$ cat config.mk
export PLATFORM = sky130hd
export DESIGN_NAME = tx_mux_fifo_ctrl
export DESIGN_NICKNAME = d
export VERILOG_FILES = /design/src/rtl/tx_mux_pkg.sv /design/src/rtl/tx_chan_fifo.sv /design/src/rtl/tx_mux_fifo_ctrl.sv
export SDC_FILE = /design/constraint.sdc
export NUM_CORES = 1
export LEC_CHECK = 0
export BUFFER_PORTS_ARGS = -buffer_cell sky130_fd_sc_hd__buf_2
export CORE_ASPECT_RATIO = 0.6
export CORE_MARGIN = 8
export CORE_UTILIZATION = 55
export CTS_CLUSTER_DIAMETER = 50
export DETAILED_ROUTE_END_ITERATION = 12
export PLACE_DENSITY = 0.75
export SLEW_MARGIN = 20
export SYNTH_ARGS = -nofsm -noshare
export SYNTH_HDL_FRONTEND = slang
export SYNTH_HIERARCHICAL = 1
export SYNTH_SLANG_ARGS = --single-unit
$ cat constraint.sdc
create_clock -name clk160 -period 16.5 [get_ports clk160]
set_input_delay 2.475 -clock clk160 [delete_from_list [all_inputs] [get_ports clk160]]
set_output_delay 2.475 -clock clk160 [all_outputs]
set_load 0.05 [all_outputs]
$ cat src/rtl/tx_mux_pkg.sv
// ============================================================================
// Module      : tx_mux_pkg
// Description : Shared definitions for the multi-channel TX FIFO controller:
//               channel-index width helper, drop-counter constants and a
//               channel index type wide enough for the largest supported
//               channel count (16).
// Revision    : 1.0 - initial release
// ============================================================================
`default_nettype none

package tx_mux_pkg;

    // Per-channel drop counter geometry.
    localparam int          DROP_CNT_W   = 16;
    localparam logic [15:0] DROP_CNT_MAX = 16'hFFFF;

    // Width of the channel index inside the arbiter (up to 16 channels).
    localparam int CH_IDX_W = 4;
    typedef logic [CH_IDX_W-1:0] chan_idx_t;

    // Width of a channel number on the output side; never narrower than
    // one bit so a single-channel build still has a legal port.
    function automatic int ch_w_calc(input int n_ch);
        return (n_ch > 1) ? $clog2(n_ch) : 1;
    endfunction

endpackage

`default_nettype wire

$ cat src/rtl/tx_chan_fifo.sv
// ============================================================================
// Module      : tx_chan_fifo
// Description : Single-clock show-ahead FIFO. The head word is presented on
//               rd_data whenever the FIFO is non-empty; rd_en consumes it.
//               A write while full is accepted only when a read happens in
//               the same cycle.
// Ports       : clk160, rst (async, active-high)
//               wr_en / wr_data       - push side
//               rd_en / rd_data       - pop side (show-ahead head word)
//               empty, full, count    - status (full is registered)
// Revision    : 1.0 - initial release
// ============================================================================
`default_nettype none

module tx_chan_fifo #(
    parameter int DATA_W = 16,
    parameter int DEPTH  = 16
) (
    input  logic                     clk160,
    input  logic                     rst,
    input  logic                     wr_en,
    input  logic [DATA_W-1:0]        wr_data,
    input  logic                     rd_en,
    output logic [DATA_W-1:0]        rd_data,
    output logic                     empty,
    output logic                     full,
    output logic [$clog2(DEPTH):0]   count
);

    localparam int             AW         = $clog2(DEPTH);
    localparam logic [AW:0]    C_FULL_CNT = (AW+1)'(DEPTH);

    logic [DATA_W-1:0] r_mem [DEPTH];
    logic [AW-1:0]     r_wr_ptr;
    logic [AW-1:0]     r_rd_ptr;
    logic [AW:0]       r_count;
    logic              r_full;
    logic [AW:0]       w_count_nxt;
    logic              w_do_wr;
    logic              w_do_rd;

    assign w_do_rd = rd_en && (r_count != '0);
    // The push is gated again here so the FIFO can never corrupt itself,
    // even if the caller's acceptance logic is wrong.
    assign w_do_wr = wr_en && (!r_full || w_do_rd);

    always_comb begin
        w_count_nxt = r_count;
        case ({w_do_wr, w_do_rd})
            2'b10:   w_count_nxt = r_count + 1'b1;
            2'b01:   w_count_nxt = r_count - 1'b1;
            default: w_count_nxt = r_count;
        endcase
    end

    // Pointers wrap naturally because DEPTH is a power of two.
    always_ff @(posedge clk160 or posedge rst) begin
        if (rst) begin
            r_wr_ptr <= '0;
            r_rd_ptr <= '0;
            r_count  <= '0;
            r_full   <= 1'b0;
        end else begin
            if (w_do_wr) r_wr_ptr <= r_wr_ptr + 1'b1;
            if (w_do_rd) r_rd_ptr <= r_rd_ptr + 1'b1;
            r_count <= w_count_nxt;
            r_full  <= (w_count_nxt == C_FULL_CNT);
        end
    end

    // Storage needs no reset: nothing reads a slot before it is written.
    always_ff @(posedge clk160) begin
        if (w_do_wr) r_mem[r_wr_ptr] <= wr_data;
    end

    assign rd_data = r_mem[r_rd_ptr];
    assign empty   = (r_count == '0);
    assign full    = r_full;
    assign count   = r_count;

endmodule

`default_nettype wire

$ cat src/rtl/tx_mux_fifo_ctrl.sv
// ============================================================================
// Module      : tx_mux_fifo_ctrl
// Description : N_CH independent word streams, each buffered in its own
//               show-ahead FIFO, drained by a round-robin arbiter into one
//               registered output stream gated by tx_ready. Dropped writes
//               set sticky per-channel overflow flags.
// Ports       : clk160, rst (async, active-high)
//               datain[N_CH*DATA_W], datain_valid[N_CH] - channel writes
//               tx_ready                 - downstream accepts a word
//               ovf_clr                  - clear overflow (and drop counters)
//               clr_valid[N_CH]          - pulse after an accepted write
//               fifo_full[N_CH]          - channel FIFO holds DEPTH words
//               overflow[N_CH]           - sticky write-dropped flags
//               dataout, dataout_valid, dataout_chan - output stream
//               drop_cnt[N_CH*16]        - only with TX_MUX_DROP_CNT_EN
// Build option: define TX_MUX_DROP_CNT_EN for saturating per-channel
//               16-bit drop counters on port drop_cnt.
// Revision    : 1.0 - initial release
// ============================================================================
`default_nettype none

module tx_mux_fifo_ctrl
    import tx_mux_pkg::*;
#(
    parameter int DATA_W = 16,
    parameter int DEPTH  = 16,
    parameter int N_CH   = 4
) (
    input  logic                          clk160,
    input  logic                          rst,
    input  logic [N_CH*DATA_W-1:0]        datain,
    input  logic [N_CH-1:0]               datain_valid,
    input  logic                          tx_ready,
    input  logic                          ovf_clr,
    output logic [N_CH-1:0]               clr_valid,
    output logic [N_CH-1:0]               fifo_full,
    output logic [N_CH-1:0]               overflow,
    output logic [DATA_W-1:0]             dataout,
    output logic                          dataout_valid,
    output logic [ch_w_calc(N_CH)-1:0]    dataout_chan
`ifdef TX_MUX_DROP_CNT_EN
    ,
    output logic [N_CH*DROP_CNT_W-1:0]    drop_cnt
`endif
);

    localparam int              CH_W      = ch_w_calc(N_CH);
    localparam int              CW        = $clog2(DEPTH) + 1;
    localparam logic [CW-1:0]   C_DEPTH   = CW'(DEPTH);
    localparam logic [CH_W-1:0] C_LAST_CH = CH_W'(N_CH - 1);

    logic [DATA_W-1:0] w_rd_data [N_CH];
    logic [CW-1:0]     w_count   [N_CH];
    logic [N_CH-1:0]   w_empty;
    logic [N_CH-1:0]   w_rd_en;
    logic [N_CH-1:0]   w_wr_acc;
    logic [N_CH-1:0]   w_drop;
    logic [CH_W-1:0]   w_grant;
    logic              w_any;
    logic              w_pop;
    logic [DATA_W-1:0] w_head;
    chan_idx_t         w_dist;
    chan_idx_t         w_best;
    logic [CH_W-1:0]   r_last_grant;

    // ------------------------------------------------------------------
    // Channel FIFOs and write acceptance
    // ------------------------------------------------------------------
    generate
        for (genvar g = 0; g < N_CH; g++) begin : g_chan
            // A full channel still takes a write when it is being popped
            // in the same cycle.
            assign w_wr_acc[g] = datain_valid[g] &&
                                 ((w_count[g] != C_DEPTH) || w_rd_en[g]);
            assign w_drop[g]   = datain_valid[g] && !w_wr_acc[g];
            assign w_rd_en[g]  = w_pop && (w_grant == CH_W'(g));

            tx_chan_fifo #(
                .DATA_W (DATA_W),
                .DEPTH  (DEPTH)
            ) u_fifo (
                .clk160  (clk160),
                .rst     (rst),
                .wr_en   (w_wr_acc[g]),
                .wr_data (datain[g*DATA_W +: DATA_W]),
                .rd_en   (w_rd_en[g]),
                .rd_data (w_rd_data[g]),
                .empty   (w_empty[g]),
                .full    (fifo_full[g]),
                .count   (w_count[g])
            );
        end
    endgenerate

    // ------------------------------------------------------------------
    // Round-robin arbiter: each non-empty channel is ranked by its
    // distance past the last grant; the smallest distance wins, which is
    // the first non-empty channel scanning upward from last_grant+1.
    // ------------------------------------------------------------------
    always_comb begin
        w_grant = '0;
        w_any   = 1'b0;
        w_best  = '1;
        w_dist  = '0;
        for (int c = 0; c < N_CH; c++) begin
            w_dist = chan_idx_t'((c + N_CH - 1 - int'(r_last_grant)) % N_CH);
            if (!w_empty[c] && (!w_any || (w_dist < w_best))) begin
                w_any   = 1'b1;
                w_best  = w_dist;
                w_grant = CH_W'(c);
            end
        end
    end

    assign w_pop = tx_ready && w_any;

    always_comb begin
        w_head = '0;
        for (int c = 0; c < N_CH; c++) begin
            if (w_grant == CH_W'(c)) w_head = w_rd_data[c];
        end
    end

    // ------------------------------------------------------------------
    // Output stage, overflow flags, write-accept pulses
    // ------------------------------------------------------------------
    always_ff @(posedge clk160 or posedge rst) begin
        if (rst) begin
            dataout       <= '0;
            dataout_chan  <= '0;
            dataout_valid <= 1'b0;
            r_last_grant  <= C_LAST_CH;
            clr_valid     <= '0;
            overflow      <= '0;
        end else begin
            clr_valid     <= w_wr_acc;
            // A drop in the clearing cycle keeps its flag set.
            overflow      <= (ovf_clr ? '0 : overflow) | w_drop;
            dataout_valid <= w_pop;
            if (w_pop) begin
                dataout      <= w_head;
                dataout_chan <= w_grant;
                r_last_grant <= w_grant;
            end
        end
    end

    // ------------------------------------------------------------------
    // Optional saturating drop counters
    // ------------------------------------------------------------------
`ifdef TX_MUX_DROP_CNT_EN
    generate
        for (genvar g = 0; g < N_CH; g++) begin : g_drop
            logic [DROP_CNT_W-1:0] r_cnt;

            always_ff @(posedge clk160 or posedge rst) begin
                if (rst) begin
                    r_cnt <= '0;
                end else if (w_drop[g]) begin
                    if (ovf_clr)                   r_cnt <= DROP_CNT_W'(1);
                    else if (r_cnt != DROP_CNT_MAX) r_cnt <= r_cnt + 1'b1;
                end else if (ovf_clr) begin
                    r_cnt <= '0;
                end
            end

            assign drop_cnt[g*DROP_CNT_W +: DROP_CNT_W] = r_cnt;
        end
    endgenerate
`else
    // Drops are recorded by the sticky overflow flags alone in this build.
`endif

endmodule

`default_nettype wire

==> summary.txt, run 1 <==
Clocking
  • Hold-fix buffers, CTS: 0
  • Worst-path clk slew: roughly 60 ps
  • Total CTS buffers: between 90 and 100
  • CTS resizes: 0
  • Clk buf depth: 3
  • CTS tree: yes
  • H-tree depth: 3
  • Clock latency on the worst-skew pair: ~670 ps
  • Root Buffer: clkbuf_16
  • CTS Sinks: 1109
  • Postcts setup bufs: 0

Floorplanning
  • Area of the core: 79080 um^2
  • Row count: 80
  • Die area: a little under 90000 um^2
  • Ports: ~100
  • Die Y: ~230 um
  • Initial Util: a little under three fifths
  • Die Wd: between 300 and 400 um

Global routing
  • GRT Overall Usage: between 20% and 30%
  • First-pass GRT wire length: ~150000 um
  • Vias in the first global route: 21.92k
  • GRT Residual Overflow: 0
  • Largest net degree at the start of global routing: a little under 70
  • Antenna violations before repair: 11

Yosys
  • Most frequent cells after synthesis: 1024 x edfxtp_1, 256 x mux4_2, 128 x a22oi_1, 106 x nand2_1, 83 x dfrtp_1
  • Synth Area per Inst: about 21 um^2
  • Sequential-to-total area share from yosys stat: between 70% and 80%
  • Top FF cell, synth: edfxtp_1
  • Mapped Area: between 40000 and 50000 um^2
  • Post-synth EDFFs: 1024
  • Netlist cell types: 70
  • Share of the synthesized area in the top cell type: a little over 70%
  • Most frequent cell after synthesis: edfxtp_1
  • Synth area leader: edfxtp_1
  • Syn_nets: around 2.2k
  • Syn Inst Count: between 2k and 2.5k
  • Synth top area cells: edfxtp_1 70%, mux4_2 13%, dfrtp_1 4.8%, a22oi_1 2.2%, ha_1 1.1%
  • Yosys warnings: 6
  • FF+latch count, synth: between 1k and 1.5k
  • Asr flop ratio synth: about 7.7%

Critical path
  • Endpoint class of the critical path: flop
  • Worst setup path category: reg2reg
  • Slowest library cell on the worst path: a31oi_2
  • Most common cell on crit path: ha_1
  • Worst Path Max Fanout: 18
  • Arrival time worst endpoint: 8060 ps
  • CP required: roughly 17000 ps
  • Startpoint type of the worst setup path: flop
  • CP Cell Sequence: or3_4 > nor3_1 > a31oi_1 > ha_1 > or2_2 > a31oi_2 > nor2_1 > a21oi_1 > ha_1 > o32a_1 > o21a_4 > nor2_2 > nor2b_1 > a311oi_4 > inv_1 > ha_1 > ha_1 > a21oi_1 > a21boi_0 > or4_1 > a211oi_1
  • Crit-path max cell delay: ~700 ps

Timing
  • RSZ-0062 raised after global routing: no
  • Slew Viols, Final: 0
  • Final worst path period share: between 40% and 50%
  • Setup violators final: 0
  • Setup TNS: 0 ps
  • Clk_skew: roughly 22 ps
  • Worst-margin pin slew: around 1200 ps
  • Worst hold slack: between 400 and 500 ps
  • Fin. Hold Viols: 0
  • Max Fclk: 133.7 MHz
  • Crit path time final: ~7500 ps
  • Slew HR: between 20% and 30%

Finish
  • Area Overhead vs Synth: 11.34%
  • Layout cells sized above 1: between 20% and 30%
  • Final #Nets: about 2.4k

Hold path
  • Hold Crit Class: reg2reg

Drt
  • DRC violations left: 0
  • ANT nets after route: 0
  • Routed vias: 21.83k
  • Avg Vias per Cell: approximately 6.4
  • DR pass1 iterations: 5
  • WL final: 99140 um
  • Starting DRT DRC Count: between 2k and 3k
  • Post-DR wirelength/cell: 29.00 um

Run status
  • Status: complete, no violations

Power and ir drop
  • VDD IR max: ~0.00012 V
  • Leak Pwr: about 16 nW
  • Pwr per Cell Area: around 180 nW/um^2

Placement
  • Gpl congestion: ~0.88
  • HPWL after DPL: just over 60000 um
  • Port bufs: slightly above 100

Job
  • Max Cap Viol: 0
## cell families (layout without fill, tap and decap cells)
| kind of cell | Yosys count | in the layout | share of synthesized area (%) |
|---|---|---|---|
| xor gates and xnor gates | 33 | 33 | 0.6620 |
| AOI/OAI and AO/OA | 222 | 222 | 4.121 |
| DFF | 1109 | 1109 | 75.31 |
| buffers and inverters | 136 | 364 | 1.631 |
| adders and majority gates | 42 | 42 | 1.272 |
| and+or+nand+nor | 312 | 312 | 3.511 |
| other | 0 | 4 | 0 |
| muxes | 267 | 267 | 13.49 |
## final timing paths
path,endpoint,from,slack (ps),cells after the start
worst max-delay path,g_chan[3].u_fifo/full,g_chan[0].u_fifo/count[0],9020,21
worst min-delay path,overflow[1],overflow[1],500,1
worst max register to register,g_chan[3].u_fifo/full,g_chan[0].u_fifo/count[0],9020,21
worst min register to register,overflow[1],overflow[1],500,1
max in group asynchronous,g_chan[2].u_fifo/r_rd_ptr[0],rst,14010,2
min in group asynchronous,dataout_chan[1],rst,1840,2
## area by class of cell
| type | instances | area (um^2) |
|---|---|---|
| fill | 5400 | 30470 |
| clock buffer | 124 | 2571 |
| clock inverter | 54 | 445.4 |
| timing repair buffer | 158 | 938.4 |
| antenna | 4 | 10.01 |
| inverter | 28 | 105.1 |
| sequential | 1109 | 32900 |
| tap | 1066 | 1334 |
| multi-input combinational | 876 | 10300 |
## where the power goes
group / leakage (nW) / switching, mW / internal (mW)
logic: 4.12 / 1.74 / 1.15
clock network: 1.48 / 0.976 / 1.21
registers: 10.3 / 0.274 / 3.45
total: 15.9 / 2.99 / 5.81
## routing by layer
metal | GRT usage [%] | vias up | part of all wire [%]
li1 | - | 9095 | -
met1 | 34.28 | 11570 | 43
met2 | 32.13 | 1026 | 44
met3 | 6.094 | 140 | 11
met4 | 4.191 | 8 | 1.6
met5 | 0 | - | 0.053
## sequential cells by signal, summed over array words and instances, names as in the netlist
signal,count
r_last_grant,2
g_chan.u_fifo/count,20
dataout,16
g_chan.u_fifo/full,4
clr_valid,4
dataout_chan,2
g_chan.u_fifo/r_mem,1024
dataout_valid,1
overflow,4
g_chan.u_fifo/r_wr_ptr,16
g_chan.u_fifo/r_rd_ptr,16
## placed cells by master (no fill, tap or decap), types with 10 or more instances in the layout
cell type / n
xnor2_1: 29
clkinv_2: 17
a22oi_1: 128
and2_1: 10
clkbuf_1: 25
edfxtp_1: 1024
nor2_2: 31
a221o_1: 14
nor2b_1: 15
inv_1: 26
nor2_1: 31
a21oi_1: 11
nor3_1: 15
clkbuf_16: 99
nor3_2: 21
dfrtp_1: 75
nand2_1: 106
clkinv_1: 24
buf_2: 102
mux4_2: 256
a221oi_1: 13
nand3_1: 15
ha_1: 38
buf_4: 55
## through the flow
stage	util (%)	worst slack [ps]	cell area [um^2]	instances	total power [mW]
after global placement	57.59	9476	45540	3236	6.508
after global routing	61.46	8367	48600	3417	9.169
after detailed placement	57.61	9144	45550	3237	6.629
after floorplan	-	10350	43660	2121	5.719
after CTS	61.42	9097	48570	3415	8.811
final	61.47	9018	48610	3419	8.795
## worst max-delay path, delay by kind of cell (launching register included)
| kind | cells | cell delay [ps] |
|---|---|---|
| AO/OA/AOI/OAI | 9 | 3010 |
| adder cells (fa/ha/maj) | 4 | 1280 |
| buffers and inverters | 1 | 90 |
| flip-flops | 1 | 450 |
| AND/OR/NAND/NOR | 7 | 2570 |
Power figures use the tool's default switching activity.
==> run 2: changes to the inputs <==
==> constraint.sdc (replaced) <==
create_clock -name clk160 -period 7.75 [get_ports clk160]
set_input_delay 1.1625 -clock clk160 [delete_from_list [all_inputs] [get_ports clk160]]
set_output_delay 1.1625 -clock clk160 [all_outputs]
set_load 0.05 [all_outputs]
==> summary.txt, run 2 (synthesis results as in run 1) <==
Floorplanning
  • Die area: 88940 um^2 (unchanged)
  • Row count: 80 (unchanged)
  • Die Y: 234.2 um (unchanged)
  • Ports: 103 (unchanged)
  • Die Wd: 379.7 um (unchanged)
  • Area of the core: 79080 um^2 (unchanged)
  • Initial Util: 55.21% (unchanged)

Critical path
  • Arrival time worst endpoint: 7830 ps (-230 ps)
  • Reg2reg path depth: 22 (+4.8%)
  • Worst Path Max Fanout: 18 (unchanged)
  • Startpoint type of the worst setup path: flop
  • CP required: 8320 ps (-8760 ps)
  • Reg2reg setup slack: 490 ps (-8530 ps)
  • Worst setup path category: reg2reg
  • Endpoint class of the critical path: flop
  • FF-to-FF End: g_chan[3].u_fifo/full
  • Reg2Reg Launch Point: g_chan[0].u_fifo/count[0]

Timing
  • Slew HR: 23.03% (-0.20 points)
  • Slew Viols, Final: 0 (unchanged)
  • Clk_skew: 21.52 ps (-0.7545 ps)
  • Worst-margin pin slew: 1153 ps (+2.986 ps)
  • Final worst path period share: 93.66% (+48 points)
  • Setup TNS: 0 ps (unchanged)
  • Crit path time final: 7259 ps (-223.2 ps)
  • Setup violators final: 0 (unchanged)
  • Fin. Hold Viols: 0 (unchanged)
  • Max Fclk: 137.8 MHz (+3.1%)
  • RSZ-0062 raised after global routing: no

Finish
  • Area Overhead vs Synth: 11.42% (about the same)
  • Sequential cell area: 32900 um^2 (unchanged)
  • Final #Nets: 2381 (-0.084%)
  • Post-Layout Cell Count: 3411 (-0.23%)
  • Area of the multi-input gates: 10340 um^2 (+0.34%)
  • Commonest cells after routing, fill and taps aside: 1024 x edfxtp_1, 256 x mux4_2, 128 x a22oi_1
  • Commonest non-fill, non-tap cell in the layout: edfxtp_1
  • Post-route cell area: 48640 um^2 (about the same)
  • Layout cells sized above 1: 27.53% (+0.37 points)
  • Largest Register: g_chan.u_fifo/r_mem
  • Max FFs per register: 1024 (unchanged)
  • Fillers: 5378 (-0.41%)

Clocking
  • CTS Sinks: 1109 (unchanged)
  • H-tree depth: 3 (unchanged)
  • Clock latency on the worst-skew pair: 680 ps (about the same)
  • Total CTS buffers: 95 (-1.0%)
  • CTS tree: yes
  • Worst-path clk slew: 70 ps (about the same)
  • Clk buf depth: 3 (unchanged)
  • Root Buffer: clkbuf_16

Power and ir drop
  • Sequential share of power: 42.5% (+0.2 points)
  • Net Sw Power: 6.361 mW (+110%)
  • Power, Total: 18.74 mW (+110%)
  • Leak Pwr: 15.89 nW (+0.11%)
  • VDD IR max: 0.0002461 V (+110%)
  • Sw Share: 33.95% (about the same)
  • Combinational Power Share: 32.7% (about the same)
  • Clock power share: 24.8% (about the same)
  • Int Pwr: 12.38 mW (+110%)
  • Pwr per Cell Area: 385.2 nW/um^2 (+110%)

Drt
  • ANT nets after route: 0 (unchanged)
  • Post-DR wirelength/cell: 29.14 um (+0.49%)
  • Starting DRT DRC Count: 2689 (-4.4%)
  • DRC violations left: 0 (unchanged)
  • WL final: 99390 um (+0.25%)
  • Avg Vias per Cell: 6.413 (+0.43%)
  • DR pass1 iterations: 7 (+2)
  • Routed vias: 21.88k (+0.19%)

Hold path
  • Hold Path Depth: 1 (unchanged)
  • Worst hold endpoint: dataout[7]
  • Hold Startpoint: dataout[7]
  • Hold Crit Class: reg2reg

Global routing
  • Antenna violations before repair: 12 (+1)
  • GRT Residual Overflow: 0 (unchanged)
  • GRT Overall Usage: 22.38% (+0.19 points)
  • Vias in the first global route: 22.19k (+1.2%)
  • First-pass GRT wire length: 147800 um (+1.0%)
  • Largest net degree at the start of global routing: 68 (unchanged)

Job
  • Max Cap Viol: 0 (unchanged)

Placement
  • HPWL after DPL: 61780 um (+0.68%)
  • Gpl congestion: 0.8378 (-5.1%)
  • Post-placement cell count: 3235 (-0.062%)
  • Placed inst area: 45540 um^2 (about the same)
  • Port bufs: 102 (unchanged)

Run status
  • Status: complete, no violations
## run 2: cell types whose count changed in the layout (fill, tap and decap cells not counted), sizes merged
cell | previous run | this run
buf | 158 | 157
clkinvlp | 2 | 4
clkinv | 43 | 40
inv | 30 | 27
bufinv | 7 | 5
diode | 4 | 2
clkbuf | 124 | 125
## run 2: power by group through the flow
stage | Sequential (mW) | Combinational (mW) | Clock [mW]
after global routing | 8.06 | 6.52 | 4.95
after detailed placement | 8.09 | 6.02 | 0
after global placement | 8.03 | 5.84 | 0
final | 7.96 | 6.12 | 4.66
after floorplan | 7.88 | 4.30 | 0
after CTS | 7.97 | 6.06 | 4.73
## run 2: worst max-delay path, stage by stage (launching register included)
cell and delay [ps]:
dfrtp_1 460, or3_4 450, nor3_1 630, a31oi_1 240
ha_1 340, or2_2 310, a31oi_4 470, nor2_1 100
a21oi_1 170, ha_1 260, o32a_1 520, o21ai_0 250
a21oi_1 140, nor2b_1 210, inv_1 90, a311oi_4 540
inv_1 100, ha_1 310, ha_1 370, a21oi_1 220
a21boi_0 170, or4_1 520, a211oi_1 270
## run 2: per-stage QoR
stage | hold slack [ps] | utilization, % | setup slack [ps]
3_3_place_gp | 509.6 | 57.58 | 919.5
3_5_place_dp | 508.6 | 57.60 | 527.1
5_1_grt | 546.6 | 61.51 | 99.91
2_1_floorplan | 493.1 | - | 1599
6_report | 527.6 | 61.51 | 491.2
4_1_cts | 532.7 | 61.43 | 471.9
## run 2: metal layers
layer  part of all wire [%]  GRT usage (%)  wire [um]  vias to the layer above
met4                    1.9          5.001       1925                       10
met3                     11          6.388      11290                      159
met1                     43          34.25      42480                    11550
li1                       -              -          -                     9071
met5                  0.076              0         76                        -
met2                     44          32.24      43620                     1091
## run 2: final cells by class
cell class	instances	area share, %
Clock buffer	125	5.494
Tap cell	1066	2.742
Antenna cell	2	0.01029
Sequential cell	1109	67.63
Multi-Input combinational cell	876	21.26
Clock inverter	48	0.7331
Inverter	28	0.2161
Timing Repair Buffer	157	1.914
## run 2: worst max path at each step
stage	from	end	slack (ps)
finish	g_chan[0].u_fifo/count[0]	g_chan[3].u_fifo/full	490
global placement	g_chan[0].u_fifo/count[0]	g_chan[3].u_fifo/full	920
detailed placement	g_chan[0].u_fifo/count[0]	g_chan[2].u_fifo/full	530
floorplan	g_chan[0].u_fifo/count[0]	g_chan[3].u_fifo/r_mem[3][0]	1600
CTS	g_chan[0].u_fifo/count[0]	g_chan[2].u_fifo/full	470
global route	g_chan[0].u_fifo/count[0]	g_chan[2].u_fifo/full	100
## run 2: timing repair
| action | in CTS | in global routing |
|---|---|---|
| setup endpoints to repair | 0 | 2 |
| gates resized for setup | 0 | 1 |
| setup buffers | 0 | 0 |
| hold buffers | 0 | 0 |
==> run 3: changes to the inputs <==
--- a/config.mk
+++ b/config.mk
@@ -6,12 +6,13 @@
 export NUM_CORES = 1
 export LEC_CHECK = 0
 export BUFFER_PORTS_ARGS = -buffer_cell sky130_fd_sc_hd__buf_2
-export CORE_ASPECT_RATIO = 0.6
+export CORE_ASPECT_RATIO = 0.9
 export CORE_MARGIN = 8
 export CORE_UTILIZATION = 55
 export CTS_CLUSTER_DIAMETER = 50
 export DETAILED_ROUTE_END_ITERATION = 12
 export PLACE_DENSITY = 0.75
+export SKIP_CTS_REPAIR_TIMING = 1
 export SLEW_MARGIN = 20
 export SYNTH_ARGS = -nofsm -noshare
 export SYNTH_HDL_FRONTEND = slang
==> summary.txt, run 3 (synthesis results as in run 1) <==
Run status
  • Status: complete, no violations

Clocking
  • Total CTS buffers: 113 (+19%)
  • Root Buffer: clkbuf_16
  • CTS Sinks: 1109 (unchanged)
  • CTS tree: yes
  • H-tree depth: 3 (unchanged)
  • Worst-path clk slew: 60 ps (about the same)
  • Clock latency on the worst-skew pair: 680 ps (about the same)
  • Clk buf depth: 3 (unchanged)

Floorplanning
  • Die area: 88660 um^2 (-0.32%)
  • Die Y: 283.3 um (+21%)
  • Initial Util: 55.20% (about the same)
  • Row count: 98 (+23%)
  • Ports: 103 (unchanged)
  • Die Wd: 313.0 um (-18%)
  • Area of the core: 79090 um^2 (about the same)

Power and ir drop
  • Int Pwr: 12.88 mW (+4.1%)
  • Sequential share of power: 41.4% (-1.1 points)
  • Net Sw Power: 6.468 mW (+1.7%)
  • Power, Total: 19.35 mW (+3.2%)
  • Pwr per Cell Area: 392.2 nW/um^2 (+1.8%)
  • Sw Share: 33.43% (-0.52 points)
  • Combinational Power Share: 31.2% (-1.5 points)
  • VDD IR max: 0.0002415 V (-1.9%)
  • Leak Pwr: 16.24 nW (+2.2%)
  • Clock power share: 27.5% (+2.7 points)

Critical path
  • Startpoint type of the worst setup path: flop
  • Most common cell on crit path: ha_1
  • Worst Path Max Fanout: 18 (unchanged)
  • Worst setup path category: reg2reg
  • Arrival time worst endpoint: 7680 ps (-150 ps)
  • Crit-path max cell delay: 570 ps (-60 ps)
  • CP required: 8320 ps (about the same)
  • CP Cell Sequence: or3_4 > nor3_1 > a31oi_1 > ha_1 > or2_2 > a31oi_2 > buf_4 > nor2_1 > a21oi_1 > ha_1 > o32a_1 > o211ai_4 > o211a_1 > nor2b_1 > inv_1 > a311oi_4 > inv_1 > ha_1 > ha_1 > a21oi_1 > a21boi_0 > or4_1 > a211oi_1
  • Slowest library cell on the worst path: nor3_1
  • Endpoint class of the critical path: flop

Placement
  • HPWL after DPL: 58900 um (-4.7%)
  • Post-placement cell count: 3230 (-0.15%)
  • Port bufs: 102 (unchanged)
  • Gpl congestion: 0.8539 (+1.9%)

Hold path
  • Hold Crit Class: reg2reg

Drt
  • DR pass1 iterations: 6 (-1)
  • Routed vias: 21.93k (+0.22%)
  • ANT nets after route: 0 (unchanged)
  • Post-DR wirelength/cell: 28.31 um (-2.8%)
  • WL final: 97410 um (-2.0%)
  • Starting DRT DRC Count: 2572 (-4.4%)
  • DRC violations left: 0 (unchanged)
  • Avg Vias per Cell: 6.372 (-0.65%)

Finish
  • Post-Layout Cell Count: 3441 (+0.88%)
  • Area Overhead vs Synth: 12.99%
  • Commonest non-fill, non-tap cell in the layout: edfxtp_1
  • Final #Nets: 2410 (+1.2%)
  • Max FFs per register: 1024 (unchanged)
  • Commonest cells after routing, fill and taps aside: 1024 x edfxtp_1, 256 x mux4_2, 128 x a22oi_1
  • Largest Register: g_chan.u_fifo/r_mem
  • Layout cells sized above 1: 28.24% (+0.71 points)

Global routing
  • GRT Overall Usage: 21.76% (-0.63 points)
  • First-pass GRT wire length: 146000 um (-1.2%)
  • Vias in the first global route: 22.54k (+1.6%)
  • GRT Residual Overflow: 0 (unchanged)
  • Largest net degree at the start of global routing: 68 (unchanged)
  • Antenna violations before repair: 12 (unchanged)

Timing
  • RSZ-0062 raised after global routing: no
  • Clk_skew: 31.08 ps (+9.559 ps)
  • Worst-margin pin slew: 1132 ps (-21.57 ps)
  • Final worst path period share: 91.65% (-2.0 points)
  • Slew Viols, Final: 0 (unchanged)
  • Setup TNS: 0 ps (unchanged)
  • Crit path time final: 7103 ps (-155.6 ps)
  • Max Fclk: 140.8 MHz (+2.2%)
  • Fin. Hold Viols: 0 (unchanged)
  • Setup violators final: 0 (unchanged)
  • Slew HR: 24.55% (+1.5 points)

Job
  • Max Cap Viol: 0 (unchanged)
## run 3: cell count changes in the layout (fill, tap and decap cells not counted), moves of 5 or more
cell       change
buf_4         +11
clkinv_4       +6
clkbuf_1      +16
nor2_2        -11
nor2_1        +10
clkinv_1      -12
bufinv_16      +5
clkbuf_16     +16
clkbuf_8      -12
## run 3: metrics by stage
step | area [um^2] | util (%) | hold slack, ps | setup slack [ps]
3_5_place_dp | 45570 | 57.62 | 498.5 | 862.0
4_1_cts | 49240 | 62.26 | 514.4 | 789.4
3_3_place_gp | 45570 | 57.62 | 491.4 | 1255
5_1_grt | 49330 | 62.37 | 523.8 | 262.6
2_1_floorplan | 43660 | - | 493.1 | 1599
6_report | 49330 | 62.37 | 516.3 | 646.8
## run 3: metal layers
layer  global-route usage, %  wire length [um]  vias to the layer above
met5                       0                72                        -
met4                   5.819              2266                       12
met3                   5.299              8670                      158
met2                   34.55             47690                      979
met1                   30.45             38710                    11600
li1                        -                 -                     9172
## run 3: final timing paths
kind | from | endpoint | slack (ps) | depth (start not counted)
min in group asynchronous | rst | g_chan[3].u_fifo/r_wr_ptr[2] | 610 | 2
max in group asynchronous | rst | g_chan[0].u_fifo/r_rd_ptr[0] | 6710 | 2
worst max-delay path | g_chan[0].u_fifo/count[0] | g_chan[2].u_fifo/full | 650 | 23
worst max register to register | g_chan[0].u_fifo/count[0] | g_chan[2].u_fifo/full | 650 | 23
worst min-delay path | dataout[1] | dataout[1] | 520 | 1
worst min register to register | dataout[1] | dataout[1] | 520 | 1
## run 3: cell type report
cell class                 instances  area, um^2
multi-input combinational        876       10310
fill                            5259       29760
clock inverter                    61       704.4
inverter                          28       105.1
tap                             1050        1314
sequential                      1109       32900
timing repair buffer             168        1018
clock buffer                     145        2968
antenna                            4       10.01
## run 3: power groups by stage
stage                     combinational (mW)  clock [mW]  sequential, mW
final                                   6.03        5.32            8.00
after CTS                               5.99        5.40            8.01
after global placement                  5.75           0            8.06
after global routing                    6.43        5.64            8.10
after detailed placement                5.94           0            8.12
after floorplan                         4.30           0            7.88
## run 3: worst max-delay path: cells and delay by family (launching register included)
family                     cells  cell delay [ps]
AOI/OAI and AO/OA             10             2830
adders and majority gates      4             1200
buffers and inverters          3              450
DFF                            1              440
and+or+nand+nor                6             2080
